**src/rtl/ram_arbiter_if.sv**
```systemverilog
// Bus bundle between the two Avalon-MM-style masters, the arbiter and the RAM s1 slave.
// The slave modport is the arbiter's view; the master modport is the view of the masters and the RAM.
interface ram_arbiter_if #(
    parameter int ADDR_W = 11,
    parameter int DATA_W = 32,
    parameter int BE_W   = DATA_W / 8
);
    logic [ADDR_W-1:0] m0_address;
    logic [BE_W-1:0]   m0_byteenable;
    logic              m0_read;
    logic              m0_write;
    logic [DATA_W-1:0] m0_writedata;
    logic              m0_waitrequest;
    logic [DATA_W-1:0] m0_readdata;
    logic              m0_readdatavalid;

    logic [ADDR_W-1:0] m1_address;
    logic [BE_W-1:0]   m1_byteenable;
    logic              m1_read;
    logic              m1_write;
    logic [DATA_W-1:0] m1_writedata;
    logic              m1_waitrequest;
    logic [DATA_W-1:0] m1_readdata;
    logic              m1_readdatavalid;

    logic [ADDR_W-1:0] ram_address;
    logic [BE_W-1:0]   ram_byteenable;
    logic              ram_chipselect;
    logic              ram_write;
    logic              ram_clken;
    logic [DATA_W-1:0] ram_writedata;
    logic [DATA_W-1:0] ram_readdata;

    modport slave (
        input  m0_address, m0_byteenable, m0_read, m0_write, m0_writedata,
        output m0_waitrequest, m0_readdata, m0_readdatavalid,
        input  m1_address, m1_byteenable, m1_read, m1_write, m1_writedata,
        output m1_waitrequest, m1_readdata, m1_readdatavalid,
        output ram_address, ram_byteenable, ram_chipselect, ram_write, ram_clken, ram_writedata,
        input  ram_readdata
    );

    modport master (
        output m0_address, m0_byteenable, m0_read, m0_write, m0_writedata,
        input  m0_waitrequest, m0_readdata, m0_readdatavalid,
        output m1_address, m1_byteenable, m1_read, m1_write, m1_writedata,
        input  m1_waitrequest, m1_readdata, m1_readdatavalid,
        input  ram_address, ram_byteenable, ram_chipselect, ram_write, ram_clken, ram_writedata,
        output ram_readdata
    );
endinterface

```
**src/rtl/ram_arbiter.sv**
```systemverilog
// Two-master arbiter for the single-port 2048x32 RAM: same-cycle grant, 1-cycle tagged read return.
// Define RAM_ARB_RR_EN for round-robin re-arbitration; the default build uses fixed priority (M0 first).
module ram_arbiter #(
    parameter int ADDR_W    = 11,
    parameter int DATA_W    = 32,
    parameter int BE_W      = DATA_W / 8,
    parameter int BURST_MAX = 4
) (
    input  logic          clk,
    input  logic          reset_n,
    ram_arbiter_if.slave  bus
);

    localparam int CNT_W = $clog2(BURST_MAX + 1);
    localparam logic [CNT_W-1:0] BURST_LIM = CNT_W'(BURST_MAX);

    typedef enum logic [1:0] {
        OWN_NONE = 2'd0,
        OWN_M0   = 2'd1,
        OWN_M1   = 2'd2
    } owner_e;

    typedef struct packed {
        logic valid;
        logic tag;
    } rd_pend_t;

    owner_e           owner_q, owner_d;
    logic [CNT_W-1:0] burst_cnt_q, burst_cnt_d;
    logic             last_grant_q, last_grant_d;
    rd_pend_t         rd_pend_q, rd_pend_d;

    logic req0, req1;
    logic gnt0, gnt1;
    logic keep0, keep1;
    logic burst_open;
    owner_e new_owner;

    always_comb begin
        req0       = bus.m0_read | bus.m0_write;
        req1       = bus.m1_read | bus.m1_write;
        burst_open = (burst_cnt_q < BURST_LIM);
        keep0      = (owner_q == OWN_M0) && req0 && (!req1 || burst_open);
`ifdef RAM_ARB_RR_EN
        keep1      = (owner_q == OWN_M1) && req1 && (!req0 || burst_open);
`else
        // Under fixed priority M1 never extends its tenure while M0 is waiting.
        keep1      = (owner_q == OWN_M1) && req1 && !req0;
`endif
        gnt0 = 1'b0;
        gnt1 = 1'b0;
        if (keep0) begin
            gnt0 = 1'b1;
        end else if (keep1) begin
            gnt1 = 1'b1;
        end else if (req0 && req1) begin
`ifdef RAM_ARB_RR_EN
            gnt0 = last_grant_q;
            gnt1 = !last_grant_q;
`else
            // Reaching here with M0 as owner means its burst is exhausted.
            gnt1 = (owner_q == OWN_M0);
            gnt0 = (owner_q != OWN_M0);
`endif
        end else begin
            gnt0 = req0;
            gnt1 = req1;
        end
        if (!reset_n) begin
            gnt0 = 1'b0;
            gnt1 = 1'b0;
        end
    end

    always_comb begin
        bus.m0_waitrequest = !reset_n || (req0 && !gnt0);
        bus.m1_waitrequest = !reset_n || (req1 && !gnt1);
        bus.ram_clken      = reset_n;
        bus.ram_chipselect = gnt0 | gnt1;
        bus.ram_write      = 1'b0;
        bus.ram_address    = '0;
        bus.ram_byteenable = '0;
        bus.ram_writedata  = '0;
        if (gnt0) begin
            bus.ram_write      = bus.m0_write;
            bus.ram_address    = bus.m0_address;
            bus.ram_byteenable = bus.m0_write ? bus.m0_byteenable : {BE_W{1'b1}};
            bus.ram_writedata  = bus.m0_writedata;
        end else if (gnt1) begin
            bus.ram_write      = bus.m1_write;
            bus.ram_address    = bus.m1_address;
            bus.ram_byteenable = bus.m1_write ? bus.m1_byteenable : {BE_W{1'b1}};
            bus.ram_writedata  = bus.m1_writedata;
        end
        bus.m0_readdata      = bus.ram_readdata;
        bus.m1_readdata      = bus.ram_readdata;
        bus.m0_readdatavalid = rd_pend_q.valid && !rd_pend_q.tag;
        bus.m1_readdatavalid = rd_pend_q.valid &&  rd_pend_q.tag;
    end

    always_comb begin
        new_owner    = gnt0 ? OWN_M0 : (gnt1 ? OWN_M1 : OWN_NONE);
        owner_d      = new_owner;
        burst_cnt_d  = burst_cnt_q;
        last_grant_d = last_grant_q;
        if (gnt0 || gnt1) begin
            last_grant_d = gnt1;
            if (new_owner != owner_q) begin
                burst_cnt_d = CNT_W'(1);
            end else if (burst_open) begin
                burst_cnt_d = burst_cnt_q + CNT_W'(1);
            end
        end
        rd_pend_d.valid = (gnt0 && !bus.m0_write) || (gnt1 && !bus.m1_write);
        rd_pend_d.tag   = gnt1;
    end

    always_ff @(posedge clk or negedge reset_n) begin
        if (!reset_n) begin
            owner_q      <= OWN_NONE;
            burst_cnt_q  <= '0;
            last_grant_q <= 1'b1;
            rd_pend_q    <= '0;
        end else begin
            owner_q      <= owner_d;
            burst_cnt_q  <= burst_cnt_d;
            last_grant_q <= last_grant_d;
            rd_pend_q    <= rd_pend_d;
        end
    end

endmodule

```
**src/flat_wrapper.sv**
```systemverilog
// flat-port wrapper written by rule: the top's interface ports become plain ports
module ram_arbiter_flat 
#(
    parameter int ADDR_W    = 11,
    parameter int DATA_W    = 32,
    parameter int BE_W      = DATA_W / 8,
    parameter int BURST_MAX = 4
)
  (clk, reset_n, bus_m0_address, bus_m0_byteenable, bus_m0_read, bus_m0_write, bus_m0_writedata, bus_m0_waitrequest, bus_m0_readdata, bus_m0_readdatavalid, bus_m1_address, bus_m1_byteenable, bus_m1_read, bus_m1_write, bus_m1_writedata, bus_m1_waitrequest, bus_m1_readdata, bus_m1_readdatavalid, bus_ram_address, bus_ram_byteenable, bus_ram_chipselect, bus_ram_write, bus_ram_clken, bus_ram_writedata, bus_ram_readdata);
  ram_arbiter_if #(.ADDR_W(ADDR_W), .DATA_W(DATA_W), .BE_W(BE_W)) bus_i ();
  input  logic clk;
  input  logic reset_n;
  input wire logic [$bits(bus_i.m0_address)-1:0] bus_m0_address;
  input wire logic [$bits(bus_i.m0_byteenable)-1:0] bus_m0_byteenable;
  input wire logic [$bits(bus_i.m0_read)-1:0] bus_m0_read;
  input wire logic [$bits(bus_i.m0_write)-1:0] bus_m0_write;
  input wire logic [$bits(bus_i.m0_writedata)-1:0] bus_m0_writedata;
  output wire logic [$bits(bus_i.m0_waitrequest)-1:0] bus_m0_waitrequest;
  output wire logic [$bits(bus_i.m0_readdata)-1:0] bus_m0_readdata;
  output wire logic [$bits(bus_i.m0_readdatavalid)-1:0] bus_m0_readdatavalid;
  input wire logic [$bits(bus_i.m1_address)-1:0] bus_m1_address;
  input wire logic [$bits(bus_i.m1_byteenable)-1:0] bus_m1_byteenable;
  input wire logic [$bits(bus_i.m1_read)-1:0] bus_m1_read;
  input wire logic [$bits(bus_i.m1_write)-1:0] bus_m1_write;
  input wire logic [$bits(bus_i.m1_writedata)-1:0] bus_m1_writedata;
  output wire logic [$bits(bus_i.m1_waitrequest)-1:0] bus_m1_waitrequest;
  output wire logic [$bits(bus_i.m1_readdata)-1:0] bus_m1_readdata;
  output wire logic [$bits(bus_i.m1_readdatavalid)-1:0] bus_m1_readdatavalid;
  output wire logic [$bits(bus_i.ram_address)-1:0] bus_ram_address;
  output wire logic [$bits(bus_i.ram_byteenable)-1:0] bus_ram_byteenable;
  output wire logic [$bits(bus_i.ram_chipselect)-1:0] bus_ram_chipselect;
  output wire logic [$bits(bus_i.ram_write)-1:0] bus_ram_write;
  output wire logic [$bits(bus_i.ram_clken)-1:0] bus_ram_clken;
  output wire logic [$bits(bus_i.ram_writedata)-1:0] bus_ram_writedata;
  input wire logic [$bits(bus_i.ram_readdata)-1:0] bus_ram_readdata;
  assign bus_i.m0_address = bus_m0_address;
  assign bus_i.m0_byteenable = bus_m0_byteenable;
  assign bus_i.m0_read = bus_m0_read;
  assign bus_i.m0_write = bus_m0_write;
  assign bus_i.m0_writedata = bus_m0_writedata;
  assign bus_m0_waitrequest = bus_i.m0_waitrequest;
  assign bus_m0_readdata = bus_i.m0_readdata;
  assign bus_m0_readdatavalid = bus_i.m0_readdatavalid;
  assign bus_i.m1_address = bus_m1_address;
  assign bus_i.m1_byteenable = bus_m1_byteenable;
  assign bus_i.m1_read = bus_m1_read;
  assign bus_i.m1_write = bus_m1_write;
  assign bus_i.m1_writedata = bus_m1_writedata;
  assign bus_m1_waitrequest = bus_i.m1_waitrequest;
  assign bus_m1_readdata = bus_i.m1_readdata;
  assign bus_m1_readdatavalid = bus_i.m1_readdatavalid;
  assign bus_ram_address = bus_i.ram_address;
  assign bus_ram_byteenable = bus_i.ram_byteenable;
  assign bus_ram_chipselect = bus_i.ram_chipselect;
  assign bus_ram_write = bus_i.ram_write;
  assign bus_ram_clken = bus_i.ram_clken;
  assign bus_ram_writedata = bus_i.ram_writedata;
  assign bus_i.ram_readdata = bus_ram_readdata;
  ram_arbiter #(.ADDR_W(ADDR_W), .DATA_W(DATA_W), .BE_W(BE_W), .BURST_MAX(BURST_MAX)) u_core (.clk(clk), .reset_n(reset_n), .bus(bus_i));
endmodule
```
**config.mk**
```make
export PLATFORM = sky130hd
export DESIGN_NAME = ram_arbiter_flat
export DESIGN_NICKNAME = d
export VERILOG_FILES = /design/src/rtl/ram_arbiter_if.sv /design/src/rtl/ram_arbiter.sv /design/src/flat_wrapper.sv
export SDC_FILE = /design/constraint.sdc
export NUM_CORES = 1
export LEC_CHECK = 0
export CELL_PAD_IN_SITES_DETAIL_PLACEMENT = 1
export CELL_PAD_IN_SITES_GLOBAL_PLACEMENT = 1
export CORE_ASPECT_RATIO = 0.5
export CORE_MARGIN = 2
export CORE_UTILIZATION = 13
export DETAILED_ROUTE_END_ITERATION = 10
export GPL_ROUTABILITY_DRIVEN = 0
export HOLD_SLACK_MARGIN = 0.15
export PLACE_DENSITY = 0.88
export RECOVER_POWER = 50
export SLEW_MARGIN = 25
export SYNTH_ARGS = -nofsm -noshare
export SYNTH_HDL_FRONTEND = slang
export SYNTH_SLANG_ARGS = --single-unit
```
**constraint.sdc**
```tcl
create_clock -name clk -period 2.8 [get_ports clk]
set_clock_uncertainty 0.2 [all_clocks]
set_input_delay 0.56 -clock clk [delete_from_list [all_inputs] [get_ports clk]]
set_output_delay 0.56 -clock clk [all_outputs]
set_load 0.1 [all_outputs]
```
==> flow_metrics.py <==
metrics = {
    "setup_path": {
        "crit_buf_inv": 4,
        "path_cells": "dlygate4sd2_1, nor2_2, o211ai_4, clkinv_4, clkbuf_16, a22o_4, buf_12",
        "startpoint_type": "primary input",
        "critical_path.top_delay_family": "buffers and inverters",
        "critPathSlowestCell": "dlygate4sd2_1",
        "crit_type": "in -> out",
        "slowest_delay_ns": 0.32,
        "cp.arrival_ns": 2.02,
        "worstPathRequired_ns": 2.04,
        "cp-end-kind": "primary output",
        "crit_fanout": 7,
    },
    "timing": {
        "hold_viol_final": 0,
        "slew_viol_final": 0,
        "fin_crit_sh": 0.994,
        "period_minus_slack_ns": 2.78,
        "final-setup-viol-count": 0,
        "max_freq_mhz": 359,
        "tightest_slew_ns": 0.368,
        "slew_headroom": 0.755,
        "final.setup.tns_ns": 0,
    },
    "cts": {
        "numClockSinks": 7,
        "cts_buffer_depth": 2,
        "clkLatencyLatePin_ns": 0.23,
        "ctsHoldBuffers": 0,
        "cts_tree": "built",
        "clockRootBuffer": "clkbuf_16",
        "h-tree-depth": 1,
        "cts_made_buffers": 3,
        "path_clk_slew_ns": 0.03,
    },
    "floorplan": {
        "start_util": 0.133,
        "num_io_pins": 250,
        "row_count": 27,
        "die_w_um": 154,
        "coreArea_sq_mm": 0.0110,
        "die_area_sq_mm": 0.0122,
        "die_h_um": 79.0,
    },
    "power_and_ir_drop": {
        "peakVddDrop_uv": 191,
        "power_density_mw_per_mm2": 398,
        "leakage_nw": 1.61,
    },
    "routing": {
        "wirelength_um": 8830,
        "drt_first_iter_violations": 52,
        "ant_nets": 0,
        "remaining_drc_errors": 0,
        "wire_per_inst_um": 20.4,
        "first_pass_iters": 4,
        "vias": 1740,
        "via_per_inst": 4.02,
    },
    "final_layout": {
        "area_growth_syn_to_layout_pct": 166,
        "final_layout_size_suffix_gt1_frac": 0.524,
        "final_area_sq_mm": 0.00389,
        "diodes": 0,
        "layout.nets": 422,
    },
    "synth": {
        "ys_types": 28,
        "avgSynthCellArea_sq_um": 8.40,
        "synth_nets": 307,
        "yosysSeqAreaShare": 0.120,
        "synth-edff-count": 0,
        "ys_async_sr_fraction": 1.00,
        "ys_ff_latch": 7,
        "yosysWarnings": 0,
        "ys.flop_type": "dfrtp_1",
        "synthCells": 174,
        "synth_area_sq_mm": 0.00146,
    },
    "min_path": {
        "hold_class": "reg -> reg",
    },
    "placement": {
        "io_buffers": 153,
        "dp_hpwl_um": 6560,
        "place_area_sq_mm": 0.00337,
    },
    "global_routing": {
        "grt_pass1_vias": 1913,
        "overflow": 0,
        "grt_pass1_wl_um": 12100,
        "antenna_found_initial": 0,
        "grt_max_degree": 14,
        "grt_usage": 0.132,
    },
    "flow_run": {
        "drv_cap": 0,
    },
    "status": {
        "status": "finished clean",
    },
}
## synthesized netlist by cell type, types with 2 or more instances
cell,number,area [sq um]
a21oi_1,2,10.0
a22o_1,44,385
buf_2,5,25.0
buf_4,65,488
buf_6,4,45.0
dfrtp_1,7,175
inv_1,4,15.0
nand2_1,4,15.0
nor2_1,3,11.3
nor2b_1,9,56.3
o211ai_1,2,15.0
o21ai_0,5,25.0
o22ai_1,5,31.3
## area by class of cell
class                           count  area (sq um)
Clock buffer                        4          78.8
Fill cell                        1170          7090
Inverter                            6          35.0
Multi-Input combinational cell     87           950
Sequential cell                     7           176
Tap cell                          145           181
Timing Repair Buffer              184          2470
## layer usage
metal | vias up | GRT usage | routed length [um]
met4 | 0 | 0.0355 | 83
met2 | 39 | 0.238 | 4800
met5 | - | 0 | 0
met1 | 890 | 0.162 | 3550
met3 | 10 | 0.0251 | 392
li1 | 801 | - | -
## worst paths after layout
kind / cells past startpoint / start / to / slack, ns
worst min-delay path: 1 / u_core.burst_cnt_q[0] / u_core.burst_cnt_q[0] / 0.36
worst max register to register: 4 / u_core.owner_q[1] / u_core.owner_q[1] / 1.14
worst max-delay path: 7 / bus_m0_write / bus_ram_address[0] / 0.02
min in group asynchronous: 3 / reset_n / u_core.owner_q[1] / 0.55
worst min register to register: 1 / u_core.burst_cnt_q[0] / u_core.burst_cnt_q[0] / 0.36
max in group asynchronous: 3 / reset_n / u_core.burst_cnt_q[2] / 1.67
## cell usage in the layout (no fill, tap or decap), types with 2 or more instances in the layout
cell,Yosys,layout
o21ai_0,5,2
a21oi_1,2,2
clkbuf_1,0,2
buf_12,0,57
o22ai_2,0,3
dfrtp_1,7,6
nor2_1,3,2
a22o_2,0,23
buf_16,0,4
nand2_1,4,3
o211ai_1,2,2
clkbuf_2,0,2
buf_4,65,18
inv_1,4,4
o21ai_2,1,3
dlygate4sd2_1,0,2
o22ai_1,5,2
buf_6,4,2
clkbuf_16,0,6
clkdlybuf4s50_1,0,94
a22o_4,0,20
nor2b_1,9,9
## flip-flops by register name, indices dropped and copies added (netlist names)
signal	flops
u_core.burst_cnt_q	3
u_core.owner_q	2
u_core.rd_pend_q	2
## through the flow
stage | setup slack (ns) | hold slack, ns | util | power [mW] | cells
after floorplan | -0.612 | 0.0644 | - | 1.18 | 174
after global placement | -0.106 | 0.322 | 0.307 | 1.20 | 414
after detailed placement | -0.150 | 0.347 | 0.307 | 1.21 | 414
after CTS | 0.00533 | 0.362 | 0.341 | 1.53 | 427
after global routing | -0.0341 | 0.387 | 0.354 | 1.60 | 433
final | 0.0156 | 0.361 | 0.354 | 1.55 | 433
## cells by family after synthesis
logic type,share of synthesized area
adder cells (fa/ha/maj),0.00856
buffers and inverters,0.399
AND/OR/NAND/NOR,0.0890
flip-flops,0.120
AO/OA/AOI/OAI,0.384
## timing repair
item,4_1_cts,5_1_grt
gates cloned,4,3
pin swaps,2,4
setup endpoints to repair,48,45
setup buffers,6,4
gates resized for setup,31,17
## where the power goes
group / leakage (nW) / switching [mW] / internal [mW]
combinational: 1.48 / 0.663 / 0.512
clock: 0.0382 / 0.0505 / 0.189
sequential: 0.0889 / 0.0152 / 0.119
total: 1.61 / 0.728 / 0.821
No activity file was read; power rests on OpenSTA's default activity.
